### config.mk
export PLATFORM = sky130hd
export DESIGN_NAME = hdmi_pattern_timing_gen_flat
export DESIGN_NICKNAME = d
export VERILOG_FILES = /design/src/rtl/hdmi_pattern_timing_gen_if.sv /design/src/rtl/hdmi_pattern_timing_gen.sv /design/src/flat_wrapper.sv
export SDC_FILE = /design/constraint.sdc
export NUM_CORES = 1
export LEC_CHECK = 0
export ABC_AREA = 1
export CAP_MARGIN = 40
export CORE_MARGIN = 2
export CORE_UTILIZATION = 40
export DETAILED_ROUTE_END_ITERATION = 7
export PLACE_DENSITY = 0.57
export SLEW_MARGIN = 15
export SYNTH_ARGS = -nofsm -noshare
export SYNTH_HDL_FRONTEND = slang
export SYNTH_SLANG_ARGS = --single-unit
export TNS_END_PERCENT = 30
### constraint.sdc
create_clock -name PXLCLK_I -period 7.3 [get_ports PXLCLK_I]
set_input_delay 1.095 -clock PXLCLK_I [delete_from_list [all_inputs] [get_ports PXLCLK_I]]
set_output_delay 1.095 -clock PXLCLK_I [all_outputs]
set_load 0.02 [all_outputs]
### src/rtl/hdmi_pattern_timing_gen_if.sv
// Parallel video bus between the pattern/timing generator and the TMDS encoder stage.
// Carries syncs, data enable, RGB, pixel coordinates and the frame-start strobe.
interface hdmi_pattern_timing_gen_if #(
    parameter int unsigned DATA_W = 8,
    parameter int unsigned CNT_W  = 12
);
    logic              VGA_HS;
    logic              VGA_VS;
    logic              VGA_DE;
    logic [DATA_W-1:0] VGA_R;
    logic [DATA_W-1:0] VGA_G;
    logic [DATA_W-1:0] VGA_B;
    logic [CNT_W-1:0]  X_O;
    logic [CNT_W-1:0]  Y_O;
    logic              FRAME_START_O;

    modport master (
        output VGA_HS, VGA_VS, VGA_DE, VGA_R, VGA_G, VGA_B, X_O, Y_O, FRAME_START_O
    );

    modport slave (
        input VGA_HS, VGA_VS, VGA_DE, VGA_R, VGA_G, VGA_B, X_O, Y_O, FRAME_START_O
    );
endinterface

### src/rtl/hdmi_pattern_timing_gen.sv
// Parametrised video timing generator with selectable test patterns (bars, ramp,
// checkerboard, bouncing box). All outputs are registered one cycle after the counters.
module hdmi_pattern_timing_gen #(
    parameter int unsigned H_ACTIVE = 1280,
    parameter int unsigned H_FP     = 110,
    parameter int unsigned H_SYNC   = 40,
    parameter int unsigned H_BP     = 220,
    parameter int unsigned V_ACTIVE = 720,
    parameter int unsigned V_FP     = 5,
    parameter int unsigned V_SYNC   = 5,
    parameter int unsigned V_BP     = 20,
    parameter bit          HS_POL   = 1'b1,
    parameter bit          VS_POL   = 1'b1,
    parameter int unsigned DATA_W   = 8,
    parameter int unsigned BOX_SIZE = 64,
    parameter int unsigned CNT_W    = 12
) (
    input  logic                             PXLCLK_I,
    input  logic                             RST_I,
    input  logic                             EN_I,
    input  logic [2:0]                       MODE_I,
    hdmi_pattern_timing_gen_if.master        vga
);

    localparam int unsigned H_TOTAL  = H_ACTIVE + H_FP + H_SYNC + H_BP;
    localparam int unsigned V_TOTAL  = V_ACTIVE + V_FP + V_SYNC + V_BP;
    localparam int unsigned HS_START = H_ACTIVE + H_FP;
    localparam int unsigned HS_END   = HS_START + H_SYNC;
    localparam int unsigned VS_START = V_ACTIVE + V_FP;
    localparam int unsigned VS_END   = VS_START + V_SYNC;
    localparam int unsigned BAR_W    = H_ACTIVE / 8;

    localparam logic [CNT_W-1:0] H_LAST     = CNT_W'(H_TOTAL - 1);
    localparam logic [CNT_W-1:0] V_LAST     = CNT_W'(V_TOTAL - 1);
    localparam logic [CNT_W-1:0] H_ACT_C    = CNT_W'(H_ACTIVE);
    localparam logic [CNT_W-1:0] V_ACT_C    = CNT_W'(V_ACTIVE);
    localparam logic [CNT_W-1:0] HS_START_C = CNT_W'(HS_START);
    localparam logic [CNT_W-1:0] HS_END_C   = CNT_W'(HS_END);
    localparam logic [CNT_W-1:0] VS_START_C = CNT_W'(VS_START);
    localparam logic [CNT_W-1:0] VS_END_C   = CNT_W'(VS_END);
    localparam logic [CNT_W-1:0] BAR_LAST   = CNT_W'(BAR_W - 1);
    localparam logic [CNT_W-1:0] BOX_X_MAX  = CNT_W'(H_ACTIVE - BOX_SIZE);
    localparam logic [CNT_W-1:0] BOX_Y_MAX  = CNT_W'(V_ACTIVE - BOX_SIZE);
    localparam logic [CNT_W:0]   BOX_EXT    = (CNT_W+1)'(BOX_SIZE);
    localparam logic [DATA_W-1:0] FULL      = {DATA_W{1'b1}};

    // Counter and pattern state
    logic [CNT_W-1:0]  h_cnt_q, h_cnt_d;
    logic [CNT_W-1:0]  v_cnt_q, v_cnt_d;
    logic [2:0]        mode_q, mode_d;
    logic [2:0]        bar_idx_q, bar_idx_d;
    logic [CNT_W-1:0]  bar_px_q, bar_px_d;
    logic [CNT_W-1:0]  bx_q, bx_d;
    logic [CNT_W-1:0]  by_q, by_d;
    logic              dx_q, dx_d;
    logic              dy_q, dy_d;

    // Registered outputs
    logic              hs_q, hs_d;
    logic              vs_q, vs_d;
    logic              de_q, de_d;
    logic [DATA_W-1:0] r_q, r_d;
    logic [DATA_W-1:0] g_q, g_d;
    logic [DATA_W-1:0] b_q, b_d;
    logic [CNT_W-1:0]  x_q, x_d;
    logic [CNT_W-1:0]  y_q, y_d;
    logic              fs_q, fs_d;

    logic              h_last;
    logic              v_last;
    logic              frame_first;
    logic              in_box;
    logic [CNT_W:0]    box_x_end;
    logic [CNT_W:0]    box_y_end;

    assign h_last      = (h_cnt_q == H_LAST);
    assign v_last      = (v_cnt_q == V_LAST);
    assign frame_first = (h_cnt_q == '0) && (v_cnt_q == '0);
    assign box_x_end   = {1'b0, bx_q} + BOX_EXT;
    assign box_y_end   = {1'b0, by_q} + BOX_EXT;
    assign in_box      = (h_cnt_q >= bx_q) && ({1'b0, h_cnt_q} < box_x_end) &&
                         (v_cnt_q >= by_q) && ({1'b0, v_cnt_q} < box_y_end);

    // Timing counters, mode latch, bar tracker and box motion
    always_comb begin
        h_cnt_d   = h_last ? '0 : h_cnt_q + 1'b1;
        v_cnt_d   = v_cnt_q;
        mode_d    = mode_q;
        bar_idx_d = bar_idx_q;
        bar_px_d  = bar_px_q;
        bx_d      = bx_q;
        by_d      = by_q;
        dx_d      = dx_q;
        dy_d      = dy_q;

        if (h_last) begin
            v_cnt_d = v_last ? '0 : v_cnt_q + 1'b1;
        end

        // Mode taken on pixel (0,0) so the whole frame uses one pattern
        if (frame_first) begin
            mode_d = MODE_I;
        end

        if (h_last) begin
            bar_idx_d = '0;
            bar_px_d  = '0;
        end else if (bar_px_q == BAR_LAST) begin
            if (bar_idx_q != 3'd7) begin
                bar_idx_d = bar_idx_q + 3'd1;
                bar_px_d  = '0;
            end
        end else begin
            bar_px_d = bar_px_q + 1'b1;
        end

        if (h_last && v_last) begin
            if (dx_q) begin
                bx_d = bx_q + 1'b1;
                if (bx_d == BOX_X_MAX) dx_d = 1'b0;
            end else begin
                bx_d = bx_q - 1'b1;
                if (bx_d == '0) dx_d = 1'b1;
            end
            if (dy_q) begin
                by_d = by_q + 1'b1;
                if (by_d == BOX_Y_MAX) dy_d = 1'b0;
            end else begin
                by_d = by_q - 1'b1;
                if (by_d == '0) dy_d = 1'b1;
            end
        end

        if (!EN_I) begin
            h_cnt_d   = '0;
            v_cnt_d   = '0;
            mode_d    = '0;
            bar_idx_d = '0;
            bar_px_d  = '0;
            bx_d      = '0;
            by_d      = '0;
            dx_d      = 1'b1;
            dy_d      = 1'b1;
        end
    end

    // Output stage: decode of the current counter state, registered below
    always_comb begin
        hs_d = ((h_cnt_q >= HS_START_C) && (h_cnt_q < HS_END_C)) ? HS_POL : ~HS_POL;
        vs_d = ((v_cnt_q >= VS_START_C) && (v_cnt_q < VS_END_C)) ? VS_POL : ~VS_POL;
        de_d = (h_cnt_q < H_ACT_C) && (v_cnt_q < V_ACT_C);
        x_d  = h_cnt_q;
        y_d  = v_cnt_q;
        fs_d = frame_first;
        r_d  = '0;
        g_d  = '0;
        b_d  = '0;

        if (de_d) begin
            unique case (mode_d)
                3'd0: begin
                    r_d = {DATA_W{~bar_idx_q[1]}};
                    g_d = {DATA_W{~bar_idx_q[2]}};
                    b_d = {DATA_W{~bar_idx_q[0]}};
                end
                3'd1: begin
                    r_d = DATA_W'(h_cnt_q);
                    g_d = DATA_W'(h_cnt_q);
                    b_d = DATA_W'(h_cnt_q);
                end
                3'd2: begin
                    if (!(h_cnt_q[5] ^ v_cnt_q[5])) begin
                        r_d = FULL;
                        g_d = FULL;
                        b_d = FULL;
                    end
                end
                3'd3: begin
                    r_d = in_box ? FULL : '0;
                    g_d = in_box ? FULL : '0;
                    b_d = FULL;
                end
                default: begin
                    r_d = '0;
                    g_d = '0;
                    b_d = '0;
                end
            endcase
        end

        if (!EN_I) begin
            hs_d = ~HS_POL;
            vs_d = ~VS_POL;
            de_d = 1'b0;
            x_d  = '0;
            y_d  = '0;
            fs_d = 1'b0;
            r_d  = '0;
            g_d  = '0;
            b_d  = '0;
        end
    end

    always_ff @(posedge PXLCLK_I or posedge RST_I) begin
        if (RST_I) begin
            h_cnt_q   <= '0;
            v_cnt_q   <= '0;
            mode_q    <= '0;
            bar_idx_q <= '0;
            bar_px_q  <= '0;
            bx_q      <= '0;
            by_q      <= '0;
            dx_q      <= 1'b1;
            dy_q      <= 1'b1;
            hs_q      <= ~HS_POL;
            vs_q      <= ~VS_POL;
            de_q      <= 1'b0;
            r_q       <= '0;
            g_q       <= '0;
            b_q       <= '0;
            x_q       <= '0;
            y_q       <= '0;
            fs_q      <= 1'b0;
        end else begin
            h_cnt_q   <= h_cnt_d;
            v_cnt_q   <= v_cnt_d;
            mode_q    <= mode_d;
            bar_idx_q <= bar_idx_d;
            bar_px_q  <= bar_px_d;
            bx_q      <= bx_d;
            by_q      <= by_d;
            dx_q      <= dx_d;
            dy_q      <= dy_d;
            hs_q      <= hs_d;
            vs_q      <= vs_d;
            de_q      <= de_d;
            r_q       <= r_d;
            g_q       <= g_d;
            b_q       <= b_d;
            x_q       <= x_d;
            y_q       <= y_d;
            fs_q      <= fs_d;
        end
    end

    assign vga.VGA_HS        = hs_q;
    assign vga.VGA_VS        = vs_q;
    assign vga.VGA_DE        = de_q;
    assign vga.VGA_R         = r_q;
    assign vga.VGA_G         = g_q;
    assign vga.VGA_B         = b_q;
    assign vga.X_O           = x_q;
    assign vga.Y_O           = y_q;
    assign vga.FRAME_START_O = fs_q;

endmodule

### src/flat_wrapper.sv
// flat-port wrapper written by rule: the top's interface ports become plain ports
module hdmi_pattern_timing_gen_flat 
#(
    parameter int unsigned H_ACTIVE = 1280,
    parameter int unsigned H_FP     = 110,
    parameter int unsigned H_SYNC   = 40,
    parameter int unsigned H_BP     = 220,
    parameter int unsigned V_ACTIVE = 720,
    parameter int unsigned V_FP     = 5,
    parameter int unsigned V_SYNC   = 5,
    parameter int unsigned V_BP     = 20,
    parameter bit          HS_POL   = 1'b1,
    parameter bit          VS_POL   = 1'b1,
    parameter int unsigned DATA_W   = 8,
    parameter int unsigned BOX_SIZE = 64,
    parameter int unsigned CNT_W    = 12
)
  (PXLCLK_I, RST_I, EN_I, MODE_I, vga_VGA_HS, vga_VGA_VS, vga_VGA_DE, vga_VGA_R, vga_VGA_G, vga_VGA_B, vga_X_O, vga_Y_O, vga_FRAME_START_O);
  hdmi_pattern_timing_gen_if #(.DATA_W(DATA_W), .CNT_W(CNT_W)) vga_i ();
  input  logic PXLCLK_I;
  input  logic RST_I;
  input  logic EN_I;
  input  logic [2:0] MODE_I;
  output wire logic [$bits(vga_i.VGA_HS)-1:0] vga_VGA_HS;
  output wire logic [$bits(vga_i.VGA_VS)-1:0] vga_VGA_VS;
  output wire logic [$bits(vga_i.VGA_DE)-1:0] vga_VGA_DE;
  output wire logic [$bits(vga_i.VGA_R)-1:0] vga_VGA_R;
  output wire logic [$bits(vga_i.VGA_G)-1:0] vga_VGA_G;
  output wire logic [$bits(vga_i.VGA_B)-1:0] vga_VGA_B;
  output wire logic [$bits(vga_i.X_O)-1:0] vga_X_O;
  output wire logic [$bits(vga_i.Y_O)-1:0] vga_Y_O;
  output wire logic [$bits(vga_i.FRAME_START_O)-1:0] vga_FRAME_START_O;
  assign vga_VGA_HS = vga_i.VGA_HS;
  assign vga_VGA_VS = vga_i.VGA_VS;
  assign vga_VGA_DE = vga_i.VGA_DE;
  assign vga_VGA_R = vga_i.VGA_R;
  assign vga_VGA_G = vga_i.VGA_G;
  assign vga_VGA_B = vga_i.VGA_B;
  assign vga_X_O = vga_i.X_O;
  assign vga_Y_O = vga_i.Y_O;
  assign vga_FRAME_START_O = vga_i.FRAME_START_O;
  hdmi_pattern_timing_gen #(.H_ACTIVE(H_ACTIVE), .H_FP(H_FP), .H_SYNC(H_SYNC), .H_BP(H_BP), .V_ACTIVE(V_ACTIVE), .V_FP(V_FP), .V_SYNC(V_SYNC), .V_BP(V_BP), .HS_POL(HS_POL), .VS_POL(VS_POL), .DATA_W(DATA_W), .BOX_SIZE(BOX_SIZE), .CNT_W(CNT_W)) u_core (.PXLCLK_I(PXLCLK_I), .RST_I(RST_I), .EN_I(EN_I), .MODE_I(MODE_I), .vga(vga_i));
endmodule
After elaboration in Yosys (flattened, before gate mapping) --
Cells that the tools add are included.
Word-level totals: register bits 120, bits in latches 0, bits in writable memories 0, memory bits (read-only) 0, input bits 6, output and inout bits 52, logic and storage cells 120, memories kept 0
Cells by class: add/subtract/negate cells 10, multiply operators 0, div/mod/pow operators 0, order comparisons 10, equality and inequality tests 14, shift operators 0, multiplexer cells 50, bitwise gates (word level) 4, reductions and logical operators 14
Operators by type and width (number):
- $mux W12 | 17
- $pmux W8 S4 | 3
- $mux W8 | 8
- $add A12 B1 Y12 const B | 5
- $logic_not A12 Y1 | 4
- $add A12 B7 Y13 const B | 2
- $lt A12 B13 Y1 | 2
- $eq A12 B10 Y1 const B | 2
- $eq A12 B11 Y1 const B | 2
- $ge A12 B12 Y1 | 2
- $lt A12 B10 Y1 const B | 2
- $lt A12 B11 Y1 const B | 2
- $sub A12 B1 Y12 const B | 2
- $mux W3 | 6
- $mux W1 | 16
- $eq A12 B8 Y1 const B | 1
- $ge A12 B10 Y1 const B | 1
- $ge A12 B11 Y1 const B | 1
- $logic_and A1 B1 Y1 | 8
- $eq A3 B2 Y1 const B | 2
- $ne A3 B1 Y1 const B | 2
- $ne A2 B1 Y1 const B | 2
- $ne A4 B3 Y1 const B | 1
- $add A3 B1 Y3 const B | 1
- other kinds (6) | 8

Longest topological paths before layout --
Gate-level depths: netlist of the first run.
depth after elaboration 9, depth in mapped cells 19, mapped depth without buffers 17

Worst setup path before layout of the first run --
No wires, ideal clock.
path kind reg-to-reg, start point register u_core.bx_q[6], end point register u_core.g_q[0], in the netlist u_core.vga.VGA_G[0], setup time 69 ps, arrival time 2168 ps, data required time 7231 ps, path slack 5063 ps, cell stages (with the launch flop) 16, buffers on the path 1, clock period less this slack 2237 ps, cells stage by stage dfrtp_1 > ha_1 > nand3_1 > xor2_1 > ha_1 > a21o_1 > nand3_1 > nand3_1 > nor2_1 > nand3_1 > nor2_1 > nand2_1 > nand2_4 > buf_12 > nor2_2 > nor2_2
Between the ends: longest elaborated chain between the ends 9, elaborated cells on any way between the ends 10, classes of those cells add/sub (1); order compare (2); mux (4); reduce/logical (3)
RTL lines:
- from (decl) | line hdmi_pattern_timing_gen.sv:53 | logic [CNT_W-1:0] bx_q, bx_d;
- from (signal assigned) | line hdmi_pattern_timing_gen.sv:211 | bx_q <= '0;
- from (signal assigned) | line hdmi_pattern_timing_gen.sv:230 | bx_q <= bx_d;
- $add A12 B7 Y13 | line hdmi_pattern_timing_gen.sv:79 | assign box_x_end = {1'b0, bx_q} + BOX_EXT;
- $lt A12 B13 Y1 | line hdmi_pattern_timing_gen.sv:81 | assign in_box = (h_cnt_q >= bx_q) && ({1'b0, h_cnt_q} < box_x_end) &&
- $logic_and A1 B1 Y1 (*) (2 in series) | line hdmi_pattern_timing_gen.sv:81
- $logic_and A1 B1 Y1 (*) | line hdmi_pattern_timing_gen.sv:82 | (v_cnt_q >= by_q) && ({1'b0, v_cnt_q} < box_y_end);
- $mux W8 (*) | line hdmi_pattern_timing_gen.sv:180 | g_d = in_box ? FULL : '0;
- $pmux W8 S4 (*) | line hdmi_pattern_timing_gen.sv:160 | unique case (mode_d)
- $mux W8 (*) | line hdmi_pattern_timing_gen.sv:159 | if (de_d) begin
- $mux W8 (*) | line hdmi_pattern_timing_gen.sv:191 | if (!EN_I) begin
- via u_core.g_d[0] | line hdmi_pattern_timing_gen.sv:63 | logic [DATA_W-1:0] g_q, g_d;
- to (signal assigned) | line hdmi_pattern_timing_gen.sv:238 | g_q <= g_d;
- to (decl) | line hdmi_pattern_timing_gen.sv:63
Mark *: on every way through the listed nets, which the timed path passes. The rest lies on a longest branch. A chain may end at the register's enable or synchronous reset.

Worst setup path after layout of the first run --
start point input EN_I, end point register u_core.bar_px_q[10]
Between the ends: longest elaborated chain between the ends 1, elaborated cells on any way between the ends 2, classes of those cells eq/ne (1); mux (1)
RTL lines:
- from (decl) | line flat_wrapper.sv:22 | input logic EN_I;
- $ne A4 B3 Y1 (no source line) or $mux W12 (tied branches)
- to (signal assigned) | line hdmi_pattern_timing_gen.sv:229 | bar_px_q <= bar_px_d;
- to (decl) | line hdmi_pattern_timing_gen.sv:52 | logic [CNT_W-1:0] bar_px_q, bar_px_d;
Parallel ways exist; a longest one is shown, timed or not.

==> impl_metrics.toml, run 1 <==
[drt]
detail_route.wl_per_cell_um = 15.3
avgViaCountPerCell = 4.95
wl_met2_um = 9430
met1Wirelength_um = 9960
routed-wl-met3_um = 856
vias = 6636
drc_errors = 0
drt_first_pass_iters = 5
top_layer = "met4"
antenna_left = 0
wirelength_um = 20500
drt_iter0_drc = 391

[power]
power.combinational.fraction_pct = 16.7
total_leakage_power_nw = 4.58
switching_power_w = 0.000544
worst_ir_drop_vdd_mv = 0.167
clock_power_share_pct = 45.6
p_int_w = 0.00136
netSwitchingFraction_pct = 28.5
power_density_mw_per_mm2 = 207
share_seq_of_total_power_pct = 37.7

[clocking]
htree_num_levels = 4
clock_transition_at_the_registers_of_the_reported_paths_ns = 0.06
cts_max_path_buffers = 2
cts_repair_resize_count = 0
ctsHoldBuffers = 0
clock_sinks = 120
cts_tree = "done"
post_cts_repair_timing_setup_buffer_count = 0
clkLatencyLatePin_ns = 0.42
ctsRootBufferMaster = "clkbuf_16"
num_cts_buffers = 17

[synth]
synth-seq-cells = 120
syn-cell-area_mm2 = 0.00784
syn_area_per_cell_um2 = 7.73
ys_types = 51
syn_nets = 1078
synth.yosys.warnings = 0
post_synth_inst_count = 1014
fraction_of_the_yosys_area_taken_by_sequential_cells_pct = 38.3

[worst_setup_path]
crit_path_max_delay_cell_type = "clkdlybuf4s50_1"
critical-path-max-stage-delay_ns = 0.45
crit_start = "EN_I"
worst_r2r_startpoint = "u_core.bx_q[6]$_DFFE_PP0P_"
worstSetupEndpointType = "flip-flop"
crit_path_start_kind = "input pin"
worst_path_most_repeated_cell = "nand2_1"
crit_chain = "clkdlybuf4s50_1 > buf_4 > nand2_1 > inv_2 > nand2_1 > inv_1 > o21ai_0 > a21oi_1"
crit_arrival_ns = 3.47
criticalPathCategory = "input pin to flip-flop"
r2r_cells = 14
worstPathMaxFanout = 37
required_ns = 7.64

[timing]
grt_setup_unrepaired = "no"
tightestPinTransition_ns = 0.603
setup_viol = 0
final.period_utilization_pct = 42.9
layout_setup_ws_ns = 4.17
drv_slew = 0
final-hold-violation-count = 0
achievable-frequency_mhz = 320
max-slew-margin-rel_pct = 59.8
clock_skew_ns = 0.00997
fin_crit_ns = 3.13
setup-tns-final_ns = 0
whs_ns = 0.510

[global_route]
overflow = 0
grt_pass1_wl_um = 33700
grt_max_degree = 52
antenna_found_initial = 0
track_usage_pct = 20.9
grt_pass1_vias = 6360

[die]
die_x_um = 144
io-pin-count = 58
start_util_pct = 40.5
die_area_mm2 = 0.0207
placementRows = 51
die-height_um = 144
core-area_mm2 = 0.0193

[placed_design]
io_buffers = 57
place.gp.congestion = 0.911
place_hpwl_um = 15200
dpl_worst_slack_ns = 3.71
placed_area_mm2 = 0.00860

[run]
maxCapViolCount = 0

[outcome]
status = "finished clean"

[hold_path]
hold_class = "flip-flop to flip-flop"
hold_startpoint = "u_core.bar_px_q[0]$_DFFE_PP0P_"
hold_depth = 1

[finish]
post-route-util_pct = 47.6
antennaDiodeCount = 0
area_growth_pct = 17.4
final_design_area_no_fill_mm2 = 0.00921
post_route_cells_drive_above_1_share_pct = 8.56
design.final.nets = 1127
## synthesized netlist by cell type, drive strengths merged
cell type	instances	area [µm²]
a21boi	2	15.0
a21o	2	15.0
a21oi	38	190
a31oi	4	25.0
and2	1	6.26
and3	1	6.26
buf	19	161
clkbuf	12	55.1
clkinv	2	7.51
dfrtp	118	2950
dfstp	2	52.6
ha	58	726
inv	138	518
mux2	1	11.3
mux2i	1	10.0
nand2	202	781
nand3	75	403
nand3b	4	30.0
nand4	29	188
nor2	156	706
nor2b	1	6.26
nor3	27	135
nor3b	3	22.5
nor4	4	25.0
o2111a	1	11.3
o2111ai	1	8.76
o211ai	4	30.0
o21a	1	7.51
o21ai	49	249
o21bai	1	7.51
o22ai	6	37.5
o31a	1	8.76
o31ai	1	7.51
o32ai	1	8.76
or2	2	12.5
xnor2	5	43.8
xor2	41	359
## layout make-up
type | instances | area (µm²)
clock buffers | 18 | 439
clock inverters | 13 | 170
fillers | 1908 | 10100
inverters | 140 | 528
multi-input cells | 723 | 4090
flip-flops and latches | 120 | 3010
well taps | 265 | 332
repair buffers | 61 | 641
## power by group through the flow
stage	sequential [W]	clock, W	combinational (W)
after global routing	0.000723	0.000913	0.000356
after floorplan	0.000756	0	0.000195
after global placement	0.000731	0	0.000314
after CTS	0.000720	0.000884	0.000321
final	0.000719	0.000869	0.000318
after detailed placement	0.000731	0	0.000319
## kinds of logic (layout without fill, tap and decap cells)
kind of cell / count (synthesis) / in the layout / synth area share (%)
buf+inv: 171 / 232 / 9.46
mux: 2 / 2 / 0.271
fa+ha+maj: 58 / 58 / 9.26
compound gates: 112 / 112 / 7.93
flops: 120 / 120 / 38.3
xor+xnor: 46 / 46 / 5.14
simple gates: 505 / 505 / 29.6
## worst paths after layout
path,to,slack [ns]
setup reg to reg,u_core.vga.VGA_R[3]$_DFF_PP0_,4.47
hold reg to reg,u_core.bar_px_q[0]$_DFFE_PP0P_,0.51
min in group asynchronous,u_core.bar_px_q[10]$_DFFE_PP0P_,1.10
max in group asynchronous,u_core.dx_q$_DFFE_PP1P_,5.04
setup / recovery,u_core.bar_px_q[10]$_DFFE_PP0P_,4.17
hold / removal,u_core.bar_px_q[0]$_DFFE_PP0P_,0.51
## cell usage in the layout, fill, tap and decap left out, types with 5 or more instances in the layout
cell	n
inv_1	133
nor3_1	27
xor2_1	41
ha_1	58
nand2_2	6
nand3_1	71
o22ai_1	6
nor2_4	7
o21ai_0	47
clkdlybuf4s50_1	57
xnor2_1	5
dfrtp_1	118
clkbuf_16	17
nor2_2	27
nand4_1	28
a21oi_1	38
nand2_1	195
nor2_1	122
## flip-flops by register name, indices dropped and copies added, names as in the netlist, 3 cells and up
signal / cells
u_core.by_q: 12
u_core.vga.VGA_G: 8
u_core.v_cnt_q: 12
u_core.vga.Y_O: 12
u_core.vga.VGA_B: 8
u_core.bx_q: 12
u_core.vga.X_O: 12
u_core.bar_px_q: 12
u_core.mode_q: 3
u_core.bar_idx_q: 3
u_core.h_cnt_q: 12
u_core.vga.VGA_R: 8
## metal layers
layer  vias up  global-route usage [%]
met5         -                       0
met1      3112                    29.3
li1       3377                       -
met4         0                    5.88
met3        17                    3.84
met2       130                    33.3
## stage by stage
stage	cells	total power, W
after CTS	1340	0.00192
after floorplan	1014	0.000951
after global placement	1307	0.00105
final	1340	0.00191
after detailed placement	1309	0.00105
after global routing	1340	0.00199
## critical path: cells and delay by family
family	cells	cell delay, ns
AOI/OAI and AO/OA	2	0.22
and+or+nand+nor	2	0.71
buffers and inverters	4	1.41
Note: power is estimated with default switching activity, not from simulation.
==> run 2: changes to the inputs <==
--- a/config.mk
+++ b/config.mk
@@ -10,7 +10,7 @@
 export CORE_MARGIN = 2
 export CORE_UTILIZATION = 40
 export DETAILED_ROUTE_END_ITERATION = 7
-export PLACE_DENSITY = 0.57
+export PLACE_DENSITY = 0.59
 export SLEW_MARGIN = 15
 export SYNTH_ARGS = -nofsm -noshare
 export SYNTH_HDL_FRONTEND = slang
==> constraint.sdc (replaced) <==
create_clock -name PXLCLK_I -period 2.6 [get_ports PXLCLK_I]
set_input_delay 0.39 -clock PXLCLK_I [delete_from_list [all_inputs] [get_ports PXLCLK_I]]
set_output_delay 0.39 -clock PXLCLK_I [all_outputs]
set_load 0.02 [all_outputs]
==> run 2 against run 1 <==
Compared with the run above:
- first-iteration DRC count up 44%
- cell count increased by 1.9%
- critical path depth grew 6
- non-clock buffer count rose by 23
- die area unchanged
- register-to-register slack lost 4.3 ns
- utilization up 1.2 points
- total power increased to 2.9 times the previous value
- clock skew is essentially flat
- clock-buffer cell count stayed put
- global-route usage is 0.13 points higher
- via count up 4.0%
- highest routed layer unchanged
==> impl_metrics.toml, run 2 (same netlist as run 1, synthesis figures left out) <==
[drt]
drc_errors = 0
avgViaCountPerCell = 5.05
antenna_left = 0
drt_iter0_drc = 563
vias = 6900
wirelength_um = 20800
detail_route.wl_per_cell_um = 15.2
drt_first_pass_iters = 6

[clocking]
cts_max_path_buffers = 2
ctsRootBufferMaster = "clkbuf_16"
htree_num_levels = 4
clkLatencyLatePin_ns = 0.42
cts_tree = "done"
clock_sinks = 120
clock_transition_at_the_registers_of_the_reported_paths_ns = 0.06
num_cts_buffers = 17
ctsHoldBuffers = 0

[power]
netSwitchingFraction_pct = 28.6
power_density_mw_per_mm2 = 587
clock_power_share_pct = 47.2
worst_ir_drop_vdd_mv = 0.389
p_int_w = 0.00396
switching_power_w = 0.00159
power.combinational.fraction_pct = 16.4
share_seq_of_total_power_pct = 36.3
total_leakage_power_nw = 4.71

[placed_design]
io_buffers = 57
place.gp.congestion = 0.915
placedCellCount = 1330
place_hpwl_um = 15000
dpl_worst_slack_ns = 0.118

[global_route]
grt_pass1_wl_um = 33900
grt_pass1_vias = 6572
track_usage_pct = 21.1
grt_max_degree = 121
overflow = 0
antenna_found_initial = 0

[die]
core-area_mm2 = 0.0193
placementRows = 51
die_area_mm2 = 0.0207
die-height_um = 144
start_util_pct = 40.5
io-pin-count = 58
die_x_um = 144

[worst_setup_path]
required_ns = 2.95
criticalPathCategory = "flip-flop to flip-flop"
worst_path_most_repeated_cell = "nand3_1"
crit_path_start_kind = "flip-flop"
crit_arrival_ns = 2.75
critical-path-max-stage-delay_ns = 0.40
crit_path_max_delay_cell_type = "dfrtp_1"
worstSetupEndpointType = "flip-flop"
worstPathMaxFanout = 8
ff2ff_setup_slack_ns = 0.20
crit_chain = "ha_1 > nand3_1 > xor2_1 > ha_1 > a21o_1 > nand3_1 > nand3_1 > nor2_1 > nand3_1 > nor2_2 > nand2_2 > nand2_4 > nor2_1 > nor2_1"
critical-path-top-delay-family = "simple AND/OR/NAND/NOR gates"
timing.critical_path.buf_inv = 0

[timing]
whs_ns = 0.493
fin_crit_ns = 2.40
clock_skew_ns = 0.00986
setup-tns-final_ns = 0
achievable-frequency_mhz = 417
tightestPinTransition_ns = 0.640
max-slew-margin-rel_pct = 57.3
grt_setup_unrepaired = "no"
drv_slew = 0
final-hold-violation-count = 0
setup_viol = 0
layout_setup_ws_ns = 0.201
final.period_utilization_pct = 92.3

[outcome]
status = "finished clean"

[hold_path]
hold_class = "flip-flop to flip-flop"

[finish]
mostFrequentLayoutCell = "nand2_1"
antennaDiodeCount = 0
post-route-util_pct = 48.8
design.final.nets = 1151
final_cell_mix = "nand2_1, inv_1, nor2_1"
area_growth_pct = 20.5
count_of_filler_cells_inserted_in_the_layout = 1896
instances_no_fill = 1365
post_route_cells_drive_above_1_share_pct = 11.2

[run]
maxCapViolCount = 0
run 2: path summary, 6_finish.rpt:
kind	startpoint	end	depth (start not counted)
max	u_core.bx_q[7]$_DFFE_PP0P_	u_core.vga.VGA_G[7]$_DFF_PP0_	14
min	u_core.bar_px_q[11]$_DFFE_PP0P_	u_core.bar_px_q[11]$_DFFE_PP0P_	1
max reg2reg	u_core.bx_q[7]$_DFFE_PP0P_	u_core.vga.VGA_G[7]$_DFF_PP0_	14
min reg2reg	u_core.bar_px_q[11]$_DFFE_PP0P_	u_core.bar_px_q[11]$_DFFE_PP0P_	1
max in group asynchronous	RST_I	u_core.by_q[7]$_DFFE_PP0P_	3
min in group asynchronous	RST_I	u_core.vga.VGA_G[2]$_DFF_PP0_	3
run 2: final cells by class:
type / instances / area, µm² / share of cell area [%]
repair buffers: 84 / 811 / 8.59
multi-input cells: 724 / 4120 / 43.6
inverters: 140 / 529 / 5.60
clock buffers: 18 / 439 / 4.65
well taps: 265 / 332 / 3.51
clock inverters: 14 / 209 / 2.21
flip-flops and latches: 120 / 3010 / 31.8
run 2: power by group through the flow:
stage	Sequential [W]	Clock [W]	Combinational, W
finish	0.00202	0.00262	0.000912
CTS	0.00202	0.00267	0.000909
global route	0.00203	0.00275	0.00102
floorplan	0.00212	0	0.000548
detailed placement	0.00205	0	0.000904
global placement	0.00205	0	0.000901
run 2: what timing repair did:
action,in CTS,in global routing
setup buffers,0,2
setup endpoints to repair,0,16
resized for setup,0,7
run 2: layer usage:
metal	part of all wire, %	GRT usage, %
met5	0	0
met2	45	32.6
met1	48	29.4
met4	2.5	7.74
met3	4.7	4.01
run 2: per-stage QoR:
| step | power [W] | instance area [µm²] |
|---|---|---|
| floorplan | 0.00267 | 7840 |
| global placement | 0.00295 | 8750 |
| detailed placement | 0.00295 | 8750 |
| CTS | 0.00560 | 9400 |
| global route | 0.00579 | 9440 |
| finish | 0.00555 | 9440 |
==> run 3: changes to the inputs <==
--- a/config.mk
+++ b/config.mk
@@ -8,9 +8,9 @@
 export ABC_AREA = 1
 export CAP_MARGIN = 40
 export CORE_MARGIN = 2
-export CORE_UTILIZATION = 40
+export CORE_UTILIZATION = 44
 export DETAILED_ROUTE_END_ITERATION = 7
-export PLACE_DENSITY = 0.59
+export PLACE_DENSITY = 0.64
 export SLEW_MARGIN = 15
 export SYNTH_ARGS = -nofsm -noshare
 export SYNTH_HDL_FRONTEND = slang
==> run 3 against run 2 <==
Compared with the run above:
- clock skew rose by 0.0033 ns
- register-to-register slack barely moved
- combinational power rose by 3.9%
- die area fell by 8.8%
- global-route usage rose by 1.4 points
- sequential share of layout area fell by 0.16 points
- via count fell by 0.14%
- largest power group unchanged
==> impl_metrics.toml, run 3 (same netlist as run 1, synthesis figures left out) <==
[timing]
setup-tns-final_ns = 0
setup_viol = 0
whs_ns = 0.396
tightestPinTransition_ns = 0.537
final.period_utilization_pct = 92.7
clock_skew_ns = 0.0132
drv_slew = 0
fin_crit_ns = 2.41
max-slew-margin-rel_pct = 64.2
achievable-frequency_mhz = 415
final-hold-violation-count = 0

[clocking]
ctsRootBufferMaster = "clkbuf_16"
ctsHoldBuffers = 0
clkLatencyLatePin_ns = 0.43
clock_sinks = 120
cts_max_path_buffers = 2
htree_num_levels = 4
num_cts_buffers = 17
cts_tree = "done"
clock_transition_at_the_registers_of_the_reported_paths_ns = 0.06

[finish]
design.final.nets = 1159
count_of_filler_cells_inserted_in_the_layout = 1710
instances_no_fill = 1333
sequential_cell_area_mm2 = 0.00301
antennaDiodeCount = 0
mostFrequentLayoutCell = "nand2_1"
multiInputGateArea_mm2 = 0.00416
final_cell_mix = "nand2_1, inv_1, nor2_1"
final_design_area_no_fill_mm2 = 0.00950
post_route_cells_drive_above_1_share_pct = 12.4
area_growth_pct = 21.1

[worst_setup_path]
crit_chain = "ha_1 > nand3_2 > xor2_1 > ha_1 > a21o_1 > nand3_1 > nand3_1 > nor2_1 > nand3_1 > nor2_2 > nand2_2 > nand2_4 > nor2_1 > nor2_1"
crit_arrival_ns = 2.76
worstPathMaxFanout = 8
r2r_cells = 14
critical-path-max-stage-delay_ns = 0.40
ff2ff_setup_slack_ns = 0.19
critPathCapture = "u_core.vga.VGA_R[0]$_DFF_PP0_"
crit_cells = 14
worst_r2r_startpoint = "u_core.bx_q[6]$_DFFE_PP0P_"
timing.critical_path.buf_inv = 0
reg2reg_to = "u_core.vga.VGA_R[0]$_DFF_PP0_"
crit_start = "u_core.bx_q[6]$_DFFE_PP0P_"
criticalPathCategory = "flip-flop to flip-flop"
crit_path_max_delay_cell_type = "dfrtp_1"
critical-path-top-delay-family = "simple AND/OR/NAND/NOR gates"
crit_path_start_kind = "flip-flop"
worstSetupEndpointType = "flip-flop"
required_ns = 2.95

[drt]
drc_errors = 0
wirelength_um = 20200
drt_first_pass_iters = 5
vias = 6890
antenna_left = 0
drt_iter0_drc = 688
avgViaCountPerCell = 5.17
detail_route.wl_per_cell_um = 15.2

[global_route]
grt_pass1_vias = 6531
global_route_track_usage_on_met2_pct = 35.7
grt_util_met1_pct = 30.7
grt_pass1_wl_um = 32800
overflow = 0
gr-max-usage-layer = "met2"
grt_max_degree = 87
antenna_found_initial = 0
track_usage_pct = 22.5
grtUsageMet3_pct = 4.34

[power]
fin_total_pwr_w = 0.00553
total_leakage_power_nw = 4.74
power_density_mw_per_mm2 = 583
worst_ir_drop_vdd_mv = 0.458

[placed_design]
place.gp.congestion = 0.888
place_hpwl_um = 14600
placedCellCount = 1293
io_buffers = 57
placed_area_mm2 = 0.00871

[hold_path]
hold_class = "input pin to async pin"

[die]
io-pin-count = 58
die-height_um = 137
start_util_pct = 45.2
die_x_um = 137
die_area_mm2 = 0.0189
placementRows = 48
core-area_mm2 = 0.0174

[run]
maxCapViolCount = 0

[outcome]
status = "finished clean"
==> run 3: changes by cell type in the layout (fill, tap and decap cells not counted), sizes merged <==
cell      change
clkbuf        +1
clkinvlp      +2
buf           +8
inv           -4
clkinv        +1
==> run 3: worst min-delay path by stage <==
| stage | end | depth (start not counted) |
|---|---|---|
| global route | u_core.vga.VGA_G[4]$_DFF_PP0_ | 3 |
| CTS | u_core.vga.VGA_R[4]$_DFF_PP0_ | 3 |
| floorplan | u_core.bar_px_q[11]$_DFFE_PP0P_ | 1 |
| finish | u_core.vga.VGA_R[4]$_DFF_PP0_ | 3 |
| global placement | u_core.bar_px_q[0]$_DFFE_PP0P_ | 1 |
| detailed placement | u_core.bar_px_q[0]$_DFFE_PP0P_ | 1 |
==> run 3: power by group <==
| group | total [W] | switching (W) | internal [W] |
|---|---|---|---|
| clock | 0.00257 | 0.000933 | 0.00164 |
| combinational | 0.000948 | 0.000584 | 0.000364 |
| sequential | 0.00201 | 0.0000481 | 0.00196 |
| total | 0.00553 | 0.00156 | 0.00397 |
==> run 3: per-layer routing <==
layer / vias up / part of all wire (%)
met5: - / 0
met4: 0 / 2.3
met3: 34 / 4.5
met2: 184 / 46
met1: 3234 / 47
li1: 3438 / -
==> run 3: what timing repair did <==
action,in CTS,in global routing
gates resized for setup,0,17
buffers inserted,0,7
endpoints found under the hold margin,0,0
setup endpoints to repair,0,16
==> run 3: layout make-up <==
cell class,instances,area share [%]
clock buffers,19,4.66
clock inverters,13,2.03
inverters,140,5.61
multi-input cells,724,43.8
flip-flops and latches,120,31.7
well taps,225,2.96
repair buffers,92,9.21
==> run 3: through the flow <==
stage | worst slack (ns) | utilization (%)
after global routing | -0.0550 | 54.7
after detailed placement | 0.0818 | 50.2
final | 0.191 | 54.7
after CTS | 0.0506 | 53.9
after global placement | 0.178 | 50.2
after floorplan | 0.363 | -
==> run 3: worst register-to-register path, delay by kind of cell (launching register included) <==
kind	cells	cell delay (ns)
simple gates	10	1.03
xor+xnor	1	0.20
fa+ha+maj	2	0.53
compound gates	1	0.18
flops	1	0.40
